===== src/rtl/mem_access_stage.sv =====
// Memory access stage: registers the execute result, runs loads/stores
// against a handshaked data memory and emits one writeback packet per
// accepted instruction. Upstream is stalled while an access is in flight.
module mem_access_stage #(
    parameter int TIMEOUT  = 16,
    parameter int RESULT_W = 32
) (
    input  logic                clk,
    input  logic                rst_n,
    input  logic                in_valid,
    input  logic [RESULT_W-1:0] alu_result,
    input  logic [RESULT_W-1:0] store_data,
    input  logic                mem_read,
    input  logic                mem_write,
    input  logic [1:0]          mem_size,
    input  logic                mem_unsigned,
    input  logic                reg_write,
    input  logic [4:0]          write_reg,
    output logic                stall,
    output logic                dmem_req,
    output logic                dmem_we,
    output logic [RESULT_W-1:0] dmem_addr,
    output logic [3:0]          dmem_be,
    output logic [RESULT_W-1:0] dmem_wdata,
    input  logic                dmem_ready,
    input  logic [RESULT_W-1:0] dmem_rdata,
    output logic                wb_valid,
    output logic [RESULT_W-1:0] wb_data,
    output logic [4:0]          wb_reg,
    output logic                wb_regwrite,
    output logic                misalign,
    output logic                bus_err
);

    typedef enum logic [1:0] {IDLE, ACCESS, RESP} state_t;

    // A zero TIMEOUT disables the watchdog entirely.
    localparam bit          TO_EN      = (TIMEOUT > 0);
    localparam logic [31:0] TIMEOUT_M1 = 32'(TIMEOUT - 1);

    state_t        state_reg, state_next;
    logic [31:0]   timer_reg;
    logic [1:0]    addr_lo_reg;
    logic [1:0]    size_reg;
    logic          unsigned_reg;
    logic          is_load_reg;
    logic          regwrite_reg;

    logic          is_mem;
    logic          misaligned_in;
    logic          timed_out;
    logic [3:0]    be_in;
    logic [31:0]   wdata_in;
    logic [7:0]    rd_bytes [4];
    logic [7:0]    sel_byte;
    logic [15:0]   sel_half;
    logic [31:0]   load_ext;

    assign stall         = (state_reg != IDLE);
    assign is_mem        = mem_read | mem_write;
    assign misaligned_in = ((mem_size == 2'b01) && alu_result[0]) ||
                           (mem_size[1] && (alu_result[1:0] != 2'b00));
    // Counter value TIMEOUT-1 marks the last ACCESS cycle the bus is granted.
    assign timed_out     = TO_EN && (timer_reg == TIMEOUT_M1);

    // Per-lane byte enables and read-data lane split.
    genvar gi;
    generate
        for (gi = 0; gi < 4; gi++) begin : g_lane
            localparam logic [1:0] LANE = 2'(gi);
            assign rd_bytes[gi] = dmem_rdata[8*gi +: 8];
            assign be_in[gi]    = mem_size[1] ||
                                  ((mem_size == 2'b01) && (alu_result[1] == LANE[1])) ||
                                  ((mem_size == 2'b00) && (alu_result[1:0] == LANE));
        end
    endgenerate

    // Store data replicated across the lanes the access can hit.
    always_comb begin
        wdata_in = store_data;
        case (mem_size)
            2'b00:   wdata_in = {4{store_data[7:0]}};
            2'b01:   wdata_in = {2{store_data[15:0]}};
            default: wdata_in = store_data;
        endcase
    end

    // Load lane selection and sign/zero extension of the returned word.
    always_comb begin
        sel_byte = rd_bytes[addr_lo_reg];
        sel_half = addr_lo_reg[1] ? dmem_rdata[31:16] : dmem_rdata[15:0];
        load_ext = dmem_rdata;
        case (size_reg)
            2'b00:   load_ext = {{24{~unsigned_reg & sel_byte[7]}}, sel_byte};
            2'b01:   load_ext = {{16{~unsigned_reg & sel_half[15]}}, sel_half};
            default: load_ext = dmem_rdata;
        endcase
    end

    // Next-state logic.
    always_comb begin
        state_next = state_reg;
        case (state_reg)
            IDLE:    if (in_valid && is_mem && !misaligned_in) state_next = ACCESS;
            ACCESS:  if (dmem_ready || timed_out) state_next = RESP;
            RESP:    state_next = IDLE;
            default: state_next = IDLE;
        endcase
    end

    // State register.
    always_ff @(posedge clk or negedge rst_n) begin
        if (!rst_n) state_reg <= IDLE;
        else        state_reg <= state_next;
    end

    // Datapath: capture, memory bus registers, writeback packet and pulses.
    always_ff @(posedge clk or negedge rst_n) begin
        if (!rst_n) begin
            timer_reg    <= '0;
            addr_lo_reg  <= '0;
            size_reg     <= '0;
            unsigned_reg <= 1'b0;
            is_load_reg  <= 1'b0;
            regwrite_reg <= 1'b0;
            dmem_req     <= 1'b0;
            dmem_we      <= 1'b0;
            dmem_addr    <= '0;
            dmem_be      <= '0;
            dmem_wdata   <= '0;
            wb_valid     <= 1'b0;
            wb_data      <= '0;
            wb_reg       <= '0;
            wb_regwrite  <= 1'b0;
            misalign     <= 1'b0;
            bus_err      <= 1'b0;
        end else begin
            wb_valid    <= 1'b0;
            wb_regwrite <= 1'b0;
            misalign    <= 1'b0;
            bus_err     <= 1'b0;
            case (state_reg)
                IDLE: begin
                    if (in_valid) begin
                        wb_reg <= write_reg;
                        if (!is_mem) begin
                            wb_valid    <= 1'b1;
                            wb_data     <= alu_result;
                            wb_regwrite <= reg_write;
                        end else if (misaligned_in) begin
                            wb_valid <= 1'b1;
                            misalign <= 1'b1;
                            wb_data  <= alu_result;
                        end else begin
                            dmem_req     <= 1'b1;
                            dmem_we      <= mem_write;
                            dmem_addr    <= {alu_result[31:2], 2'b00};
                            dmem_be      <= be_in;
                            dmem_wdata   <= wdata_in;
                            addr_lo_reg  <= alu_result[1:0];
                            size_reg     <= mem_size;
                            unsigned_reg <= mem_unsigned;
                            is_load_reg  <= ~mem_write;
                            regwrite_reg <= reg_write;
                            timer_reg    <= '0;
                        end
                    end
                end
                ACCESS: begin
                    if (dmem_ready) begin
                        dmem_req    <= 1'b0;
                        dmem_we     <= 1'b0;
                        wb_valid    <= 1'b1;
                        wb_regwrite <= is_load_reg & regwrite_reg;
                        if (is_load_reg) wb_data <= load_ext;
                    end else if (timed_out) begin
                        dmem_req <= 1'b0;
                        dmem_we  <= 1'b0;
                        wb_valid <= 1'b1;
                        bus_err  <= 1'b1;
                        wb_data  <= '0;
                    end else begin
                        timer_reg <= timer_reg + 32'd1;
                    end
                end
                default: ;
            endcase
        end
    end

endmodule


===== config.mk =====
export PLATFORM = sky130hd
export DESIGN_NAME = mem_access_stage
export DESIGN_NICKNAME = d
export VERILOG_FILES = /design/src/rtl/mem_access_stage.sv
export SDC_FILE = /design/constraint.sdc
export NUM_CORES = 1
export LEC_CHECK = 0
export BUFFER_PORTS_ARGS = -buffer_cell sky130_fd_sc_hd__buf_2
export CAP_MARGIN = 20
export CORE_AREA = 5 5 132 134
export CTS_CLUSTER_SIZE = 10
export DETAILED_ROUTE_END_ITERATION = 6
export DIE_AREA = 0 0 137 139
export PLACE_DENSITY_LB_ADDON = 0.15
export SLEW_MARGIN = 20
export SYNTH_ARGS = -nofsm -noshare
export SYNTH_HDL_FRONTEND = slang
export SYNTH_SLANG_ARGS = --single-unit

===== constraint.sdc =====
create_clock -name clk -period 2.3 [get_ports clk]
set_input_delay 0.345 -clock clk [delete_from_list [all_inputs] [get_ports clk]]
set_output_delay 0.345 -clock clk [all_outputs]
set_load 0.02 [all_outputs]

After elaboration in Yosys (flattened, before gate mapping) --
Cells that the tools add are included.
Word-level totals: bits in registers 150, input port bits 111
Operators by class: $add $sub $neg 1, $lt $le $gt $ge 1, eq/ne operators 17, muxes and demuxes 47, bitwise operators 9, reduce and logical (&&, ||, !) cells 32
Operator list (count):
- $mux W32 | 11
- $pmux W32 S2 | 4
- $add A32 B1 Y32 const B | 1
- $eq A32 B4 Y1 const B | 1
- $mux W1 | 21
- $bmux W8 S2 | 1
- $mux W16 | 1
- $mux W8 | 2
- $ne A2 B2 Y1 const B | 7
- $logic_and A1 B1 Y1 | 10
- $reduce_and A5 Y1 | 2
- $ne A3 B3 Y1 const B | 3
- $eq A2 B1 Y1 const B | 4
- $logic_not A2 Y1 | 4
- $logic_or A1 B1 Y1 | 8
- $pmux W1 S2 | 4
- $reduce_and A6 Y1 | 1
- $reduce_bool A2 Y1 | 3
- $eq A2 B2 Y1 const B | 2
- $mux W2 | 2
- $not A1 Y1 | 4
- $pmux W2 S2 | 1
- $reduce_and A2 Y1 | 2
- $reduce_and A4 Y1 | 1
- other kinds (5) | 7

Logic depth before layout (Yosys ltp) --
Gate-level depths: netlist (run 1).
depth after elaboration 9, gate-level depth with buffers 9

Worst setup path after synthesis (run 1) --
Ideal clock, no wire load.
path kind input to register, from in mem_size[1], to reg wb_data[23], library setup time 125 ps, data arrival time 2057 ps, path slack 118 ps, stages 8, path buffers 3, path through clkbuf_1 -> a21oi_1 -> o22a_1 -> o21ai_0 -> a21oi_1 -> buf_1 -> buf_2 -> mux2_2
On the way: word-level cells in the longest chain between the ends 5
Ends and longest elaborated chain:
- start, declared | RTL line 15 | input logic [1:0] mem_size,
- $eq A2 B1 Y1 | RTL line 61 | assign misaligned_in = ((mem_size == 2'b01) && alu_result[0]) ||
- $logic_and A1 B1 Y1 | RTL line 61
- $logic_or A1 B1 Y1 * | RTL line 61
- $ne A3 B3 Y1 (no line) *
- $reduce_and A5 Y1 (no line) *
- end signal, assigned | RTL line 148 | wb_data <= alu_result;
- end signal, assigned | RTL line 153 | wb_data <= alu_result;
- end signal, assigned | RTL line 175 | if (is_load_reg) wb_data <= load_ext;
- end, declared | RTL line 28 | output logic [RESULT_W-1:0] wb_data,
Every way passes the cells marked *; elsewhere a longest branch is shown, timed or not. A chain may end at the register's enable or synchronous reset.

Worst setup path after layout (run 1) --
from reg timer_reg[14], to reg timer_reg[31]
On the way: word-level cells in the longest chain between the ends 4
Ends and longest elaborated chain:
- start, declared | RTL line 42 | logic [31:0] timer_reg;
- start signal, assigned | RTL line 183 | timer_reg <= timer_reg + 32'd1;
- $add A32 B1 Y32 | RTL line 183
- $mux W32 | RTL line 176 | end else if (timed_out) begin
- $mux W32 | RTL line 170 | if (dmem_ready) begin
- $pmux W32 S2 | RTL line 142 | case (state_reg)
Parallel ways exist; a longest one is shown, timed or not. The select of a mux whose other input is x is not followed.

==> flow_metrics.tcl, run 1 <==
set metrics [dict create \
    grt_pass1_vias 6646 \
    maxCapViolations 0 \
    timing.final.ws_setup_ns 0.121 \
    synthMuxAreaShare_pct 8.83 \
    synthArstFlopShare_pct 100 \
    cp-start-kind "flop" \
    crit_family "simple AND/OR/NAND/NOR gates" \
    synth-xor-area-share_pct 2.00 \
    critPathCaptureType "flop" \
    synth_area_um2 7440 \
    htree_levels 4 \
    cpPeakStageDelay_ns 0.55 \
    fin_skew_ns 0.00510 \
    post_cts_buffers 0 \
    initial_core_util_pct 46.0 \
    post-route-cell-area_um2 9560 \
    post-route-util_pct 59.1 \
    synth_ff_type "dfrtp_1" \
    tns_ns 0 \
    worstSetupPathType "flop to flop" \
    finalHoldViolCount 0 \
    drc 0 \
    yosys.area_share.simple_pct 20.7 \
    hp-class "primary input to flop" \
    die_w_um 137 \
    p_leak_nw 4.78 \
    ant_nets 0 \
    dieArea_um2 19000 \
    dr.pass1.iters 5 \
    root_buffer "clkbuf_16" \
    clk_latency_ns 0.42 \
    numClockSinks 150 \
    rsz0062_at_grt "false" \
    clkSlewWorstSetupHoldPaths_ns 0.06 \
    slew_violations 0 \
    required_ns 2.65 \
    io_pins 223 \
    syn_area_per_cell_um2 9.24 \
    syn2layout_area_growth_pct 28.5 \
    synth_edf_count 0 \
    r2r_slack_ns 0.12 \
    wl_um 22600 \
    vias 6809 \
    pre_cts_ws_ns 0.124 \
    power.density_nw_per_um2 1010 \
    synth_compound_area_share_pct 14.0 \
    rows 47 \
    tightest_slew_ns 0.703 \
    place_hpwl_um 16900 \
    drt_iter0_drc 363 \
    grt_overflow 0 \
    final_common_cell "buf_2" \
    die_h_um 139 \
    netlist_instances 805 \
    grt_usage_pct 23.9 \
    synth_seq_cells 150 \
    worstPathMaxFanout 6 \
    grt_max_degree 64 \
    path_buf_inv 0 \
    coreArea_um2 16200 \
    maxSlewHeadroom_pct 53.0 \
    path_cells "and3_1, nand4_1, or4_4, a211o_1, or3_1, a21oi_1" \
    fmaxAchievable_mhz 459 \
    grt_antenna_before_repair 1 \
    clk_path_buf_depth 2 \
    layout_common_cells "buf_2, nand2_1, dfrtp_1, o21ai_0, nor2_1" \
    fin_crit_ns 2.18 \
    place.gp.congestion 0.901 \
    status "finished, final reports clean" \
    ir_worst_vdd_uv 540 \
    synth_cell_types 52 \
    nets 1142 \
    setup_viol_count_final 0 \
    grt_pass1_wl_um 35900 \
    numPortBuffers 220 \
    place_area_um2 8970 \
    cp.arrival_ns 2.52 \
    drive_above_1_share_pct 31.5 \
    wl_per_cell_um 17.9 \
    critPathSlowestCell "or4_4" \
    cts_tree "done" \
    cts-buffers-inserted 17 \
    ys_seq_area_share_pct 50.5 \
    fin_crit_sh_pct 94.7 \
    ys_warn_count 0 \
    synth_top_family_by_area "simple AND/OR/NAND/NOR gates" \
    synthAdderAreaFrac_pct 0.168 \
    vias_per_cell 5.40 \
]
## cell usage after synthesis, types with 7 or more instances
| library cell | number | area, um^2 |
|---|---|---|
| clkbuf_1 | 41 | 154 |
| mux2_2 | 27 | 304 |
| nand2_1 | 216 | 811 |
| a21oi_1 | 30 | 150 |
| a211oi_1 | 7 | 52.6 |
| xnor2_1 | 11 | 96.3 |
| nand2b_1 | 12 | 75.1 |
| nor4_1 | 20 | 125 |
| mux2i_1 | 33 | 330 |
| a221o_1 | 17 | 170 |
| dfrtp_1 | 150 | 3750 |
| a22oi_1 | 7 | 52.6 |
| o21ai_0 | 58 | 290 |
| nor2_1 | 40 | 150 |
| inv_1 | 17 | 63.8 |
| o31a_1 | 7 | 61.3 |
| nand3_1 | 13 | 65.1 |
| o221ai_1 | 8 | 70.1 |
| nand4_1 | 13 | 81.3 |
## tightest hold or removal path: stages
cell     delay, ns
buf_2         0.07
nand2_1       0.04
nand2_1       0.04
## what timing repair did
item,4_1_cts,5_1_grt
setup endpoints to repair,0,7
hold buffers,1,0
endpoints found under the hold margin,45,0
gates resized for setup,0,5
## cells by family (layout without fill, tap and decap cells)
logic type,count (synthesis),after routing
adder cells (fa/ha/maj),1,1
multiplexers,61,61
buffers and inverters,71,306
AO/OA/AOI/OAI,157,157
XOR/XNOR,17,17
flip-flops,150,150
other,1,3
AND/OR/NAND/NOR,347,347
## per-layer routing
layer / share of wire (%) / GRT usage (%) / vias up / wire [um]
met2: 45 / 36.2 / 277 / 10100
met4: 1.6 / 5.46 / 0 / 354
met3: 9.6 / 7.87 / 27 / 2160
met1: 44 / 33.3 / 3236 / 9910
met5: 0 / 0 / - / 0
li1: - / - / 3269 / -
## worst paths after layout
kind,from,endpoint,cells past startpoint
hold / removal,write_reg[1],wb_reg[1],3
hold reg to reg,dmem_addr[9],dmem_addr[9],2
setup / recovery,timer_reg[14],timer_reg[31],6
max in group asynchronous,rst_n,misalign,3
setup reg to reg,timer_reg[14],timer_reg[31],6
min in group asynchronous,rst_n,dmem_addr[24],2
## metrics by stage
stage	hold slack, ns	std cells	total power, mW
floorplan	0.0494	806	5.72
global placement	0.318	1230	6.99
detailed placement	0.326	1230	7.04
CTS	0.0969	1261	9.76
global route	0.0977	1262	10.2
finish	0.108	1262	9.68
## final cells by class
cell class                 instances  area [um^2]
timing repair buffer             259         1450
tap                              220          275
sequential                       150         3760
clock inverter                     4         70.1
inverter                          17         63.8
antenna                            1         2.50
fill                            1447         6620
clock buffer                      26          489
multi-input combinational        585         3440
## power breakdown
group	total, mW	switching [mW]	internal [mW]
combinational	3.25	2.05	1.20
sequential	3.73	0.404	3.33
clock	2.70	1.03	1.67
total	9.68	3.48	6.20
No activity file was read; power rests on OpenSTA's default activity.
==> run 2, diff against run 1 <==
--- a/config.mk
+++ b/config.mk
@@ -8,9 +8,10 @@
 export BUFFER_PORTS_ARGS = -buffer_cell sky130_fd_sc_hd__buf_2
 export CAP_MARGIN = 20
 export CORE_AREA = 5 5 132 134
-export CTS_CLUSTER_SIZE = 10
+export CTS_CLUSTER_SIZE = 14
 export DETAILED_ROUTE_END_ITERATION = 6
 export DIE_AREA = 0 0 137 139
+export GPL_TIMING_DRIVEN = 0
 export PLACE_DENSITY_LB_ADDON = 0.15
 export SLEW_MARGIN = 20
 export SYNTH_ARGS = -nofsm -noshare
==> run 2 against run 1 <==
Flip-flop and latch count stayed put; cell count increased by 2.3%; the flow now finishes with violations (negative setup slack); die area unchanged; combinational power up 2%; critical path type unchanged; power fell by 1.2%; largest power group unchanged; via count grew 3.5%; register-to-register slack lost 0.13 ns; worst setup slack worse by 0.13 ns.
==> flow_metrics.tcl, run 2 (synthesis gave the netlist of run 1 again) <==
set metrics [dict create \
    p_int_mw 5.91 \
    dieArea_um2 19000 \
    p_leak_nw 4.77 \
    vias_per_cell 5.46 \
    clkSlewWorstSetupHoldPaths_ns 0.06 \
    layout_common_cells "buf_2, nand2_1, dfrtp_1, o21ai_0, nor2_1" \
    fin_skew_ns 0.00810 \
    n_fill_cell 1464 \
    cp.arrival_ns 2.67 \
    coreArea_um2 16200 \
    status "complete, but fails checks" \
    drive_above_1_share_pct 32.5 \
    ir_worst_vdd_uv 545 \
    clkPwrFrac_pct 26.3 \
    fin_crit_sh_pct 100 \
    rr_startpoint "timer_reg[4]" \
    ant_nets 0 \
    diodes 0 \
    timing.final.ws_setup_ns -0.00713 \
    numClockSinks 150 \
    multi_input_comb_area_um2 3530 \
    nets 1171 \
    cp-startpoint "timer_reg[4]" \
    grt_usage_pct 24.9 \
    slew_violations 0 \
    clk_path_buf_depth 2 \
    regArea_um2 3760 \
    p_comb_share_pct 34.6 \
    cts_tree "done" \
    tns_ns -0.00713 \
    final_common_cell "buf_2" \
    setup_viol_count_final 1 \
    finalHoldViolCount 0 \
    rows 47 \
    wl_um 24000 \
    min_from "mem_unsigned" \
    grt_overflow 0 \
    numPortBuffers 218 \
    maxCapViolations 0 \
    power.density_nw_per_um2 990 \
    grt_pass1_wl_um 37300 \
    place.gp.congestion 0.882 \
    fin_crit_ns 2.31 \
    grt_antenna_before_repair 0 \
    r2r_slack_ns -0.007 \
    drc 0 \
    violations "negative setup slack" \
    tightest_slew_ns 0.834 \
    die_h_um 139 \
    hp-class "primary input to flop" \
    cp-start-kind "flop" \
    clk_latency_ns 0.42 \
    fmaxAchievable_mhz 433 \
    worstSetupPathType "flop to flop" \
    die_w_um 137 \
    io_pins 223 \
    maxSlewHeadroom_pct 44.3 \
    worstPathMaxFanout 5 \
    critPathCaptureType "flop" \
    root_buffer "clkbuf_16" \
    cts-buffers-inserted 17 \
    dr.pass1.iters 5 \
    syn2layout_area_growth_pct 29.9 \
    grt_pass1_vias 6796 \
    fin_cells 1291 \
    vias 7045 \
    switchingPower_mw 3.65 \
    htree_levels 4 \
    grt_max_degree 89 \
    drt_iter0_drc 364 \
    place_hpwl_um 18000 \
    swShare_pct 38.2 \
    wl_per_cell_um 18.6 \
    initial_core_util_pct 46.0 \
    required_ns 2.67 \
    seqPwrFrac_pct 39.1 \
    rsz0062_at_grt "true" \
    place_inst 1245 \
]
run 2: changes by cell type in the layout (fill, tap and decap cells not counted), moves of 4 or more:
cell / before / now
clkbuf_1: 6 / 27
buf_4: 34 / 18
nor4_1: 19 / 15
buf_12: 4 / 0
a211oi_1: 7 / 3
clkbuf_2: 0 / 11
buf_2: 219 / 225
clkinvlp_4: 0 / 5
run 2: through the flow:
| stage | util, % | setup slack, ns | area [um^2] | hold slack (ns) | power, mW |
|---|---|---|---|---|---|
| 5_1_grt | 59.8 | -0.0924 | 9660 | 0.112 | 10.1 |
| 4_1_cts | 58.3 | -0.00356 | 9430 | 0.101 | 9.57 |
| 3_5_place_dp | 54.7 | -0.695 | 8850 | 0.401 | 7.03 |
| 3_3_place_gp | 54.5 | -1.42 | 8810 | 0.453 | 6.96 |
| 6_report | 59.8 | -0.00713 | 9660 | 0.111 | 9.57 |
| 2_1_floorplan | - | 0.118 | 7440 | 0.0494 | 5.72 |
run 2: worst max-delay path, cell delays in order, from the launching register on:
cell and delay [ns]:
dfrtp_1 0.34, buf_6 0.11, and4_1 0.20, nand4_1 0.16, or4_4 0.62, a211o_1 0.34
or4_1 0.40, nand2_1 0.08
run 2: area by class of cell:
cell class / count / share of cell area [%]
flip-flops and latches: 150 / 38.9
clock buffers: 19 / 4.58
multi-input cells: 585 / 36.6
clock inverters: 12 / 0.868
well taps: 220 / 2.85
plain buffers: 53 / 2.62
inverters: 17 / 0.660
repair buffers: 235 / 12.9
run 2: path summary, 6_finish.rpt:
check	cells after the start	end
worst max-delay path	7	timer_reg[25]
worst min-delay path	3	unsigned_reg
worst max register to register	7	timer_reg[25]
worst min register to register	2	dmem_addr[9]
max in group asynchronous	3	timer_reg[2]
min in group asynchronous	2	dmem_addr[26]
run 2: routing by layer:
layer,track usage [%],vias up,part of all wire (%)
li1,-,3322,-
met1,34.8,3369,43
met2,38.5,315,46
met3,6.42,39,9.5
met4,6.51,0,1.9
met5,0,-,0
run 2: power groups by stage:
stage / Sequential [mW] / Combinational (mW) / Clock (mW)
global placement: 3.75 / 3.21 / 0
floorplan: 4.52 / 1.20 / 0
global route: 3.82 / 3.60 / 2.67
CTS: 3.73 / 3.28 / 2.55
finish: 3.74 / 3.31 / 2.51
detailed placement: 3.76 / 3.26 / 0
run 2: repair_timing:
action / in CTS / in global routing
hold buffers: 1 / 0
endpoints found under the hold margin: 87 / 0
resized for setup: 13 / 54
endpoints found under the setup margin: 132 / 118
pin swaps: 1 / 8
setup buffers: 2 / 13
